[config.mk]
export PLATFORM = sky130hd
export DESIGN_NAME = pwm_multich
export DESIGN_NICKNAME = d
export VERILOG_FILES = /design/src/rtl/pwm_multich_pkg.sv /design/src/rtl/pwm_multich_deadtime.sv /design/src/rtl/pwm_multich.sv
export SDC_FILE = /design/constraint.sdc
export NUM_CORES = 1
export LEC_CHECK = 0
export CAP_MARGIN = 20
export CORE_ASPECT_RATIO = 1.2
export CORE_MARGIN = 1.5
export CORE_UTILIZATION = 57
export CTS_CLUSTER_DIAMETER = 150
export DETAILED_ROUTE_END_ITERATION = 10
export PLACE_DENSITY = 0.81
export SLEW_MARGIN = 20
export SYNTH_ARGS = -nofsm -noshare
export SYNTH_HDL_FRONTEND = slang
export SYNTH_SLANG_ARGS = --single-unit
[constraint.sdc]
create_clock -name clk -period 3.3 [get_ports clk]
set_input_delay 0.825 -clock clk [delete_from_list [all_inputs] [get_ports clk]]
set_output_delay 0.825 -clock clk [all_outputs]
set_load 0.01 [all_outputs]
[src/rtl/pwm_multich_pkg.sv]
// Shared types and default widths for the multichannel PWM.
// Imported by pwm_multich and pwm_deadtime_ch.
package pwm_multich_pkg;

  typedef enum logic [1:0] {
    CNT_UP     = 2'd0,
    CNT_DOWN   = 2'd1,
    CNT_UPDOWN = 2'd2,
    CNT_HOLD   = 2'd3
  } pwm_count_t;

  typedef enum logic [1:0] {
    LD_ZERO   = 2'd0,
    LD_PERIOD = 2'd1,
    LD_BOTH   = 2'd2,
    LD_IMM    = 2'd3
  } pwm_load_t;

  localparam int DEF_N_CH  = 4;
  localparam int DEF_CNT_W = 16;
  localparam int DEF_DT_W  = 10;
  localparam int DEF_PRE_W = 8;
  localparam int DEF_INT_W = 8;

endpackage

[src/rtl/pwm_multich_deadtime.sv]
// One channel of dead-time insertion and output polarity.
// PWM_FAULT_EN adds the trip input that mutes the outputs.
module pwm_deadtime_ch
  import pwm_multich_pkg::*;
#(
  parameter int DT_W = DEF_DT_W
) (
  input  logic            clk,
  input  logic            reset,
  input  logic            en,
  input  logic            raw,
`ifdef PWM_FAULT_EN
  input  logic            trip,
`endif
  input  logic [DT_W-1:0] dtime_a,
  input  logic [DT_W-1:0] dtime_b,
  input  logic            logic_a,
  input  logic            logic_b,
  output logic            out_a,
  output logic            out_b
);

  localparam logic [DT_W-1:0] ONE = DT_W'(1);
  localparam logic [DT_W-1:0] MAX = '1;

  logic            raw_q;
  logic [DT_W-1:0] cnt;
  logic [DT_W-1:0] age;
  logic            flip;
  logic            a_on;
  logic            b_on;
  logic            mute;

`ifdef PWM_FAULT_EN
  logic blk;
`endif

  // edge detect and time since last raw edge
  always_comb begin
    flip = raw ^ raw_q;
    age  = flip ? '0 : cnt;
    a_on = raw & (age >= dtime_a);
    b_on = ~raw & (age >= dtime_b);
`ifdef PWM_FAULT_EN
    mute = trip | (blk & ~flip);
`else
    mute = 1'b0;
`endif
  end

  // delay counter and registered gate outputs
  always_ff @(posedge clk) begin
    if (reset) begin
      raw_q <= 1'b0;
      cnt   <= '0;
      out_a <= 1'b0;
      out_b <= 1'b0;
    end else if (!en) begin
      raw_q <= 1'b0;
      cnt   <= '0;
      out_a <= ~logic_a;
      out_b <= ~logic_b;
    end else begin
      raw_q <= raw;
      if (flip)
        cnt <= ONE;
      else if (cnt != MAX)
        cnt <= cnt + ONE;
      if (mute) begin
        out_a <= ~logic_a;
        out_b <= ~logic_b;
      end else begin
        out_a <= a_on ~^ logic_a;
        out_b <= b_on ~^ logic_b;
      end
    end
  end

`ifdef PWM_FAULT_EN
  // hold outputs off after a trip until raw moves
  always_ff @(posedge clk) begin
    if (reset)
      blk <= 1'b0;
    else if (!en)
      blk <= trip;
    else
      blk <= trip | (blk & ~flip);
  end
`endif

endmodule

[src/rtl/pwm_multich.sv]
// N-channel PWM with shared carrier, shadowed period/compare and
// interrupt decimator. PWM_FAULT_EN adds the fault trip latch.
module pwm_multich
  import pwm_multich_pkg::*;
#(
  parameter int N_CH  = DEF_N_CH,
  parameter int CNT_W = DEF_CNT_W,
  parameter int DT_W  = DEF_DT_W,
  parameter int PRE_W = DEF_PRE_W,
  parameter int INT_W = DEF_INT_W
) (
  input  logic                  clk,
  input  logic                  reset,
`ifdef PWM_FAULT_EN
  input  logic                  fault,
  input  logic                  fault_clr,
  output logic                  tripped,
`endif
  input  logic                  en,
  input  logic [CNT_W-1:0]      period,
  input  logic [N_CH*CNT_W-1:0] compare,
  input  logic [1:0]            count_mode,
  input  logic [1:0]            load_mode,
  input  logic [PRE_W-1:0]      prescale,
  input  logic [DT_W-1:0]       dtime_a,
  input  logic [DT_W-1:0]       dtime_b,
  input  logic                  logic_a,
  input  logic                  logic_b,
  input  logic                  int_en,
  input  logic [INT_W-1:0]      event_count,
  output logic [N_CH-1:0]       pwmout_a,
  output logic [N_CH-1:0]       pwmout_b,
  output logic [CNT_W-1:0]      carrier,
  output logic                  interrupt
);

  localparam logic [CNT_W-1:0] C_ONE = CNT_W'(1);
  localparam logic [PRE_W-1:0] P_ONE = PRE_W'(1);
  localparam logic [INT_W-1:0] I_ONE = INT_W'(1);

  pwm_count_t mode;
  pwm_load_t  lmode;

  logic [PRE_W-1:0]            psc;
  logic                        tick;
  logic [CNT_W-1:0]            cnt_q;
  logic [CNT_W-1:0]            cnt_n;
  logic                        dir_up;
  logic                        dir_n;
  logic [CNT_W-1:0]            per_act;
  logic [N_CH-1:0][CNT_W-1:0]  cmp_act;
  logic                        zero_evt;
  logic                        per_evt;
  logic                        load;
  logic [N_CH-1:0]             raw;
  logic [INT_W-1:0]            icnt;

  assign mode    = pwm_count_t'(count_mode);
  assign lmode   = pwm_load_t'(load_mode);
  assign carrier = cnt_q;

  // tick strobe, carrier events and shadow load select
  always_comb begin
    tick     = en & (psc >= prescale);
    zero_evt = tick & (cnt_q == '0);
    per_evt  = tick & (cnt_q == per_act);
    load     = 1'b0;
    unique case (lmode)
      LD_ZERO:   load = zero_evt;
      LD_PERIOD: load = per_evt;
      LD_BOTH:   load = zero_evt | per_evt;
      LD_IMM:    load = 1'b1;
    endcase
  end

  // next carrier value and direction for the current mode
  always_comb begin
    cnt_n = cnt_q;
    dir_n = dir_up;
    unique case (mode)
      CNT_UP: begin
        if (cnt_q >= per_act)
          cnt_n = '0;
        else
          cnt_n = cnt_q + C_ONE;
      end
      CNT_DOWN: begin
        if (cnt_q == '0 || cnt_q > per_act)
          cnt_n = per_act;
        else
          cnt_n = cnt_q - C_ONE;
      end
      CNT_UPDOWN: begin
        if (dir_up) begin
          if (cnt_q < per_act) begin
            cnt_n = cnt_q + C_ONE;
          end else if (cnt_q != '0) begin
            cnt_n = cnt_q - C_ONE;
            dir_n = 1'b0;
          end
        end else begin
          if (cnt_q != '0) begin
            cnt_n = cnt_q - C_ONE;
          end else if (per_act != '0) begin
            cnt_n = C_ONE;
            dir_n = 1'b1;
          end
        end
      end
      CNT_HOLD: ;
    endcase
  end

  // prescaler and carrier
  always_ff @(posedge clk) begin
    if (reset || !en) begin
      psc    <= '0;
      cnt_q  <= '0;
      dir_up <= 1'b1;
    end else begin
      psc <= tick ? '0 : psc + P_ONE;
      if (tick) begin
        cnt_q  <= cnt_n;
        dir_up <= dir_n;
      end
    end
  end

  // period and compare shadows, loaded together
  always_ff @(posedge clk) begin
    if (reset) begin
      per_act <= '0;
      cmp_act <= '0;
    end else if (!en || load) begin
      per_act <= period;
      cmp_act <= compare;
    end
  end

  // registered compare against the carrier
  always_ff @(posedge clk) begin
    if (reset || !en) begin
      raw <= '0;
    end else begin
      for (int i = 0; i < N_CH; i++)
        raw[i] <= cnt_q < cmp_act[i];
    end
  end

  // zero-event decimator driving the interrupt pulse
  always_ff @(posedge clk) begin
    if (reset || !en || !int_en) begin
      icnt      <= '0;
      interrupt <= 1'b0;
    end else begin
      interrupt <= 1'b0;
      if (zero_evt) begin
        if (icnt == event_count) begin
          interrupt <= 1'b1;
          icnt      <= '0;
        end else begin
          icnt <= icnt + I_ONE;
        end
      end
    end
  end

`ifdef PWM_FAULT_EN
  logic trip_n;

  assign trip_n = fault | (tripped & ~fault_clr);

  // trip latch, cleared only while fault is low
  always_ff @(posedge clk) begin
    if (reset)
      tripped <= 1'b0;
    else
      tripped <= trip_n;
  end
`endif

  for (genvar i = 0; i < N_CH; i++) begin : g_ch
    pwm_deadtime_ch #(
      .DT_W(DT_W)
    ) u_ch (
      .clk     (clk),
      .reset   (reset),
      .en      (en),
      .raw     (raw[i]),
`ifdef PWM_FAULT_EN
      .trip    (trip_n),
`endif
      .dtime_a (dtime_a),
      .dtime_b (dtime_b),
      .logic_a (logic_a),
      .logic_b (logic_b),
      .out_a   (pwmout_a[i]),
      .out_b   (pwmout_b[i])
    );
  end

endmodule
[Yosys cells after proc, flatten, opt, wreduce, memory -nomap -nowiden]
Cells that the tools add are included.
Widths: inputs -> output; s select.
Operators by class
  add/sub/neg operators: 8
  $lt $le $gt $ge: 16
  equal/unequal tests: 13
  muxes and demuxes: 36
  bitwise operators: 32
  reduce and logical (&&, ||, !) cells: 25
Operators by type and width (count)
  $mux 16: 7
  $ge 10x10->1: 8
  $lt 16x16->1: 5
  $pmux 16 s3: 1
  $add 10x1->10 const B: 4
  $mux 10: 4
  $ne 10x10->1 const B: 4
  $reduce_bool 16->1: 2
  $mux 1: 22
  $add 16x1->16 const B: 1
  $add 8x1->8 const B: 2
  $eq 16x16->1: 1
  $ge 16x16->1: 1
  $gt 16x16->1: 1
  $logic_not 16->1: 1
  $sub 16x1->16 const B: 1
  $reduce_or 3->1: 4
  $and 1x1->1: 11
  $eq 8x8->1: 1
  $ge 8x8->1: 1
  $mux 8: 1
  $ne 4x4->1 const B: 2
  $not 1->1: 8
  $reduce_bool 2->1: 4
  other kinds (13): 33
Word-level totals
  bits in registers: 170
  bits of input ports: 126
  output and inout port bits: 25
  logic and storage cells: 161

[Longest topological paths before layout]
  depth in word-level cells: 6
  mapped depth: 14
  gate-level depth less buffers: 11

[Modules after synthesis]
A second synthesis with hierarchy kept.
Second synthesis, totals
  cells, all modules: 1454
  area, all modules: 11995.3 um^2
Modules (own cells, without submodules)
  pwm_multich: instances 1, cells an instance 886, area each 7611.0 um^2, sequential area each 2362.3 um^2
  pwm_deadtime_ch: instances 4, cells an instance 142, area each 1096.1 um^2, sequential area each 260.2 um^2

[Worst setup path before layout]
No wires, ideal clock.
  path type: register -> register
  start: register cnt_q[13], in the netlist carrier[13]
  end: register cnt_q[7], in the netlist carrier[7]
  library setup time: 0.122 ns
  arrival time: 2.947 ns
  data required time: 3.178 ns
  path slack: 0.231 ns
  cell stages (with the launch flop): 13
  buffers on the path: 3
  clock period less this slack: 3.069 ns
  cells stage by stage: dfxtp_1 > ha_1 > a211oi_2 > nor2_1 > or4_4 > or3_1 > buf_2 > o211ai_2 > and2_1 > buf_6 > buf_6 > a2111oi_2 > a221o_1
On the way
  cells in the longest elaborated chain, start to end: 4
  elaborated cells between the ends (all ways): 15
  classes of those cells: 3 x order compare; 2 x eq/ne; 6 x mux; 4 x reduce/logical
Ends and longest elaborated chain
  start: declaration: RTL line pwm_multich.sv:46  | logic [CNT_W-1:0] cnt_q;
  start signal: assignment: RTL line pwm_multich.sv:123  | cnt_q <= cnt_n;
  $lt 16x16->1, or another cell as far along: RTL line pwm_multich.sv:95  | if (cnt_q < per_act) begin
  $mux 16, or another cell as far along: RTL line pwm_multich.sv:95
  $mux 16 (on tied branches): RTL line pwm_multich.sv:94, pwm_multich.sv:88
  $pmux 16 s3: RTL line pwm_multich.sv:80  | unique case (mode)
Parallel ways exist; a longest one is shown, timed or not.
A chain may end at the register's enable or synchronous reset.

[Worst setup path in the final report]
  start: register per_act[13]
  end: register cnt_q[5], in the netlist carrier[5]
On the way
  cells in the longest elaborated chain, start to end: 4
  elaborated cells between the ends (all ways): 13
  classes of those cells: 3 x order compare; 2 x eq/ne; 5 x mux; 3 x reduce/logical
Ends and longest elaborated chain
  start: declaration: RTL line pwm_multich.sv:50  | logic [CNT_W-1:0] per_act;
  start signal: assignment: RTL line pwm_multich.sv:135  | per_act <= period;
  $lt 16x16->1 or $gt 16x16->1 (tied branches): RTL line pwm_multich.sv:95, pwm_multich.sv:88
  $mux 16 or $logic_or 1x1->1 (tied branches): RTL line pwm_multich.sv:95, pwm_multich.sv:88
  $mux 16 (on tied branches): RTL line pwm_multich.sv:94, pwm_multich.sv:88
  $pmux 16 s3: RTL line pwm_multich.sv:80
Parallel ways exist; a longest one is shown, timed or not.

==> results.sh <==
export IMPL_setup_violations=0
export IMPL_netlist_area_mm2=0.01190
export IMPL_grt_pass1_vias=10810
export IMPL_syn_area_per_cell_um2=8.401
export IMPL_antennaDiodeCount=0
export IMPL_core_area_mm2=0.02033
export IMPL_netlist_area_leader_share=0.2861
export IMPL_ctsHoldBuffers=0
export IMPL_netlist_top_cells_count="175 x ha_1, 171 x nor2_1, 170 x dfxtp_1, 119 x inv_1, 84 x mux2i_1"
export IMPL_synth_mux_area_fraction=0.07163
export IMPL_synthFlopType="dfxtp_1"
export IMPL_endpoint_kind="flop"
export IMPL_overflow=0
export IMPL_drtAntennaViolNets=0
export IMPL_arrival_ns=3.46
export IMPL_ioPinCount=151
export IMPL_die_width_um=134.9
export IMPL_die_h_um=161.3
export IMPL_hold_violations=0
export IMPL_clockBufferDepth=2
export IMPL_clock_skew_ns=0.01464
export IMPL_vias_per_cell=5.863
export IMPL_status="completed"
export IMPL_place_area_mm2=0.01394
export IMPL_synth_compound_area_frac=0.1502
export IMPL_critical_path_class="flop to flop"
export IMPL_synth_area_leaders="dfxtp_1 29%, ha_1 18%, mux2i_1 7.1%, nor2_1 5.4%, inv_1 3.8%"
export IMPL_wire_per_inst_um=17.23
export IMPL_max_freq_mhz=317.6
export IMPL_firstDrtPassIters=6
export IMPL_cts_tree="yes"
export IMPL_synthCells=1416
export IMPL_initial_utilization=0.5852
export IMPL_areaGrowthSynthToFinish_pct=22.09
export IMPL_hold_class="flop to flop"
export IMPL_drive_gt1_frac=0.06981
export IMPL_synth_adder_area_share=0.1841
export IMPL_worst_pin_slew_ns=0.8409
export IMPL_syn_nets=1717
export IMPL_clock_sinks=170
export IMPL_clkLatencyLatePin_ns=0.43
export IMPL_numCtsBuffers=17
export IMPL_path_clk_slew_ns=0.07
export IMPL_clockRootBuffer="clkbuf_16"
export IMPL_async_reset_ff_frac=0
export IMPL_num_vias=10880
export IMPL_leakage_nw=6.657
export IMPL_hpwl_mm=24.04
export IMPL_drt_initial_drc_count=620
export IMPL_yosys_area_share_simple=0.1925
export IMPL_grt_max_degree=79
export IMPL_crit_path_start_kind="flop"
export IMPL_ys_ff_latch=170
export IMPL_final_area_mm2=0.01452
export IMPL_peakVddDrop_v=0.0003622
export IMPL_synth_xor_xnor_area_share=0.05080
export IMPL_synth_area_leader_cell="dfxtp_1"
export IMPL_setup_tns_final_ns=0
export IMPL_rsz0062_at_grt="false"
export IMPL_cp_data_required_time_ns=3.61
export IMPL_post_route_period_util=0.9542
export IMPL_yosysMostFrequentCell="ha_1"
export IMPL_p_per_area_mw_per_mm2=337.3
export IMPL_nNetsFinal=1879
export IMPL_cts_max_level=4
export IMPL_drc=0
export IMPL_die_area_mm2=0.02175
export IMPL_fp_row_count=57
export IMPL_drv_cap=0
export IMPL_slew_headroom=0.4394
export IMPL_holdWs_ns=0.4647
export IMPL_slew_violations=0
export IMPL_gp_congestion=0.9532
export IMPL_synth_edf_count=0
export IMPL_antenna_found_initial=1
export IMPL_synth_top_family_by_area="simple AND/OR/NAND/NOR gates"
export IMPL_grt_pass1_wl_mm=51.82
export IMPL_seq_area_frac_synth=0.2861
export IMPL_synth_distinct_cells=71
export IMPL_cp_max_fo=17
export IMPL_yosys_warnings=0
export IMPL_fin_crit_ns=3.149
export IMPL_wl_mm=31.96
export IMPL_grt_use_total=0.2986
export IMPL_io_buffers=150
worst max-delay path, cell delays in order, from the launching register on:
cell,delay (ns)
dfxtp_1,0.38
inv_1,0.07
ha_1,0.30
a211oi_2,0.22
nor2_1,0.07
or4_4,0.54
or3_1,0.43
o211ai_2,0.20
and2_1,0.19
buf_12,0.16
o311ai_1,0.11
a221o_1,0.33
cells by family after synthesis:
family / after synthesis
xor+xnor: 69
simple gates: 468
mux: 85
buf+inv: 186
fa+ha+maj: 175
flops: 170
compound gates: 263
repair_timing:
item,in CTS,in global routing
setup buffers,0,0
endpoints found under the setup margin,0,9
resized for setup,0,5
metal layers:
metal,routed length [um],global-route usage
met1,13020,0.3476
met4,1497,0.1540
met5,0,0
met2,15400,0.5191
met3,2039,0.05650
placed cells by master, fill, tap and decap left out, drive strengths merged, types with 4 or more instances in the layout:
cell,instances
a22o,10
clkdlybuf4s50,149
nor2b,15
o211ai,10
a211oi,10
a21oi,62
nor2,172
nor4,12
inv,126
nand2b,22
o311ai,4
a31oi,6
a221oi,5
xnor2,36
nand3,39
a21o,43
nor3,27
ha,175
mux2i,84
and3,19
nand4,27
nand3b,4
dfxtp,170
clkinv,5
o21ai,58
o31a,5
o31ai,6
a32oi,4
clkbuf,18
a2111oi,7
xor2,33
and2,42
or3,6
nand2,72
o32a,4
o21a,6
buf,61
through the flow:
step,power [mW],util,worst slack [ns],instances
6_report,4.899,0.7145,0.1511,1855
5_1_grt,5.123,0.7145,0.009313,1855
4_1_cts,4.927,0.7131,0.1209,1855
3_5_place_dp,3.030,0.6860,-0.1983,1824
3_3_place_gp,3.001,0.6860,-0.1434,1824
2_1_floorplan,2.689,-,0.2312,1416
flip-flops by register name (all words and copies together), names as in the netlist:
name and flops:
g_ch.u_ch.out_a 4, raw 4, dir_up 1, interrupt 1
per_act 16, psc 8, icnt 8, carrier 16
cmp_act 64, g_ch.u_ch.cnt 40, g_ch.u_ch.out_b 4, g_ch.u_ch.raw_q 4
final timing paths:
path | start | to | slack, ns | cells past startpoint
setup / recovery | per_act[13]$_SDFFE_PP0P_ | carrier[5]$_SDFFE_PP0P_ | 0.15 | 11
hold / removal | psc[0]$_SDFF_PP0_ | psc[0]$_SDFF_PP0_ | 0.46 | 1
setup reg to reg | per_act[13]$_SDFFE_PP0P_ | carrier[5]$_SDFFE_PP0P_ | 0.15 | 11
hold reg to reg | psc[0]$_SDFF_PP0_ | psc[0]$_SDFF_PP0_ | 0.46 | 1
report_power, final:
part	internal (mW)	leakage (nW)	switching [mW]
logic	0.410	4.99	0.396
clock network	1.00	0.273	0.897
registers	2.13	1.39	0.0597
area by class of cell:
type,count,area [um2]
timing repair buffer,210,2022
clock buffer,18,439.2
inverter,119,446.7
sequential,170,3403
fill,1651,5803
clock inverter,13,111.4
tap,265,331.6
multi-input combinational,1060,7769
Note: power is estimated with default switching activity, not from simulation.
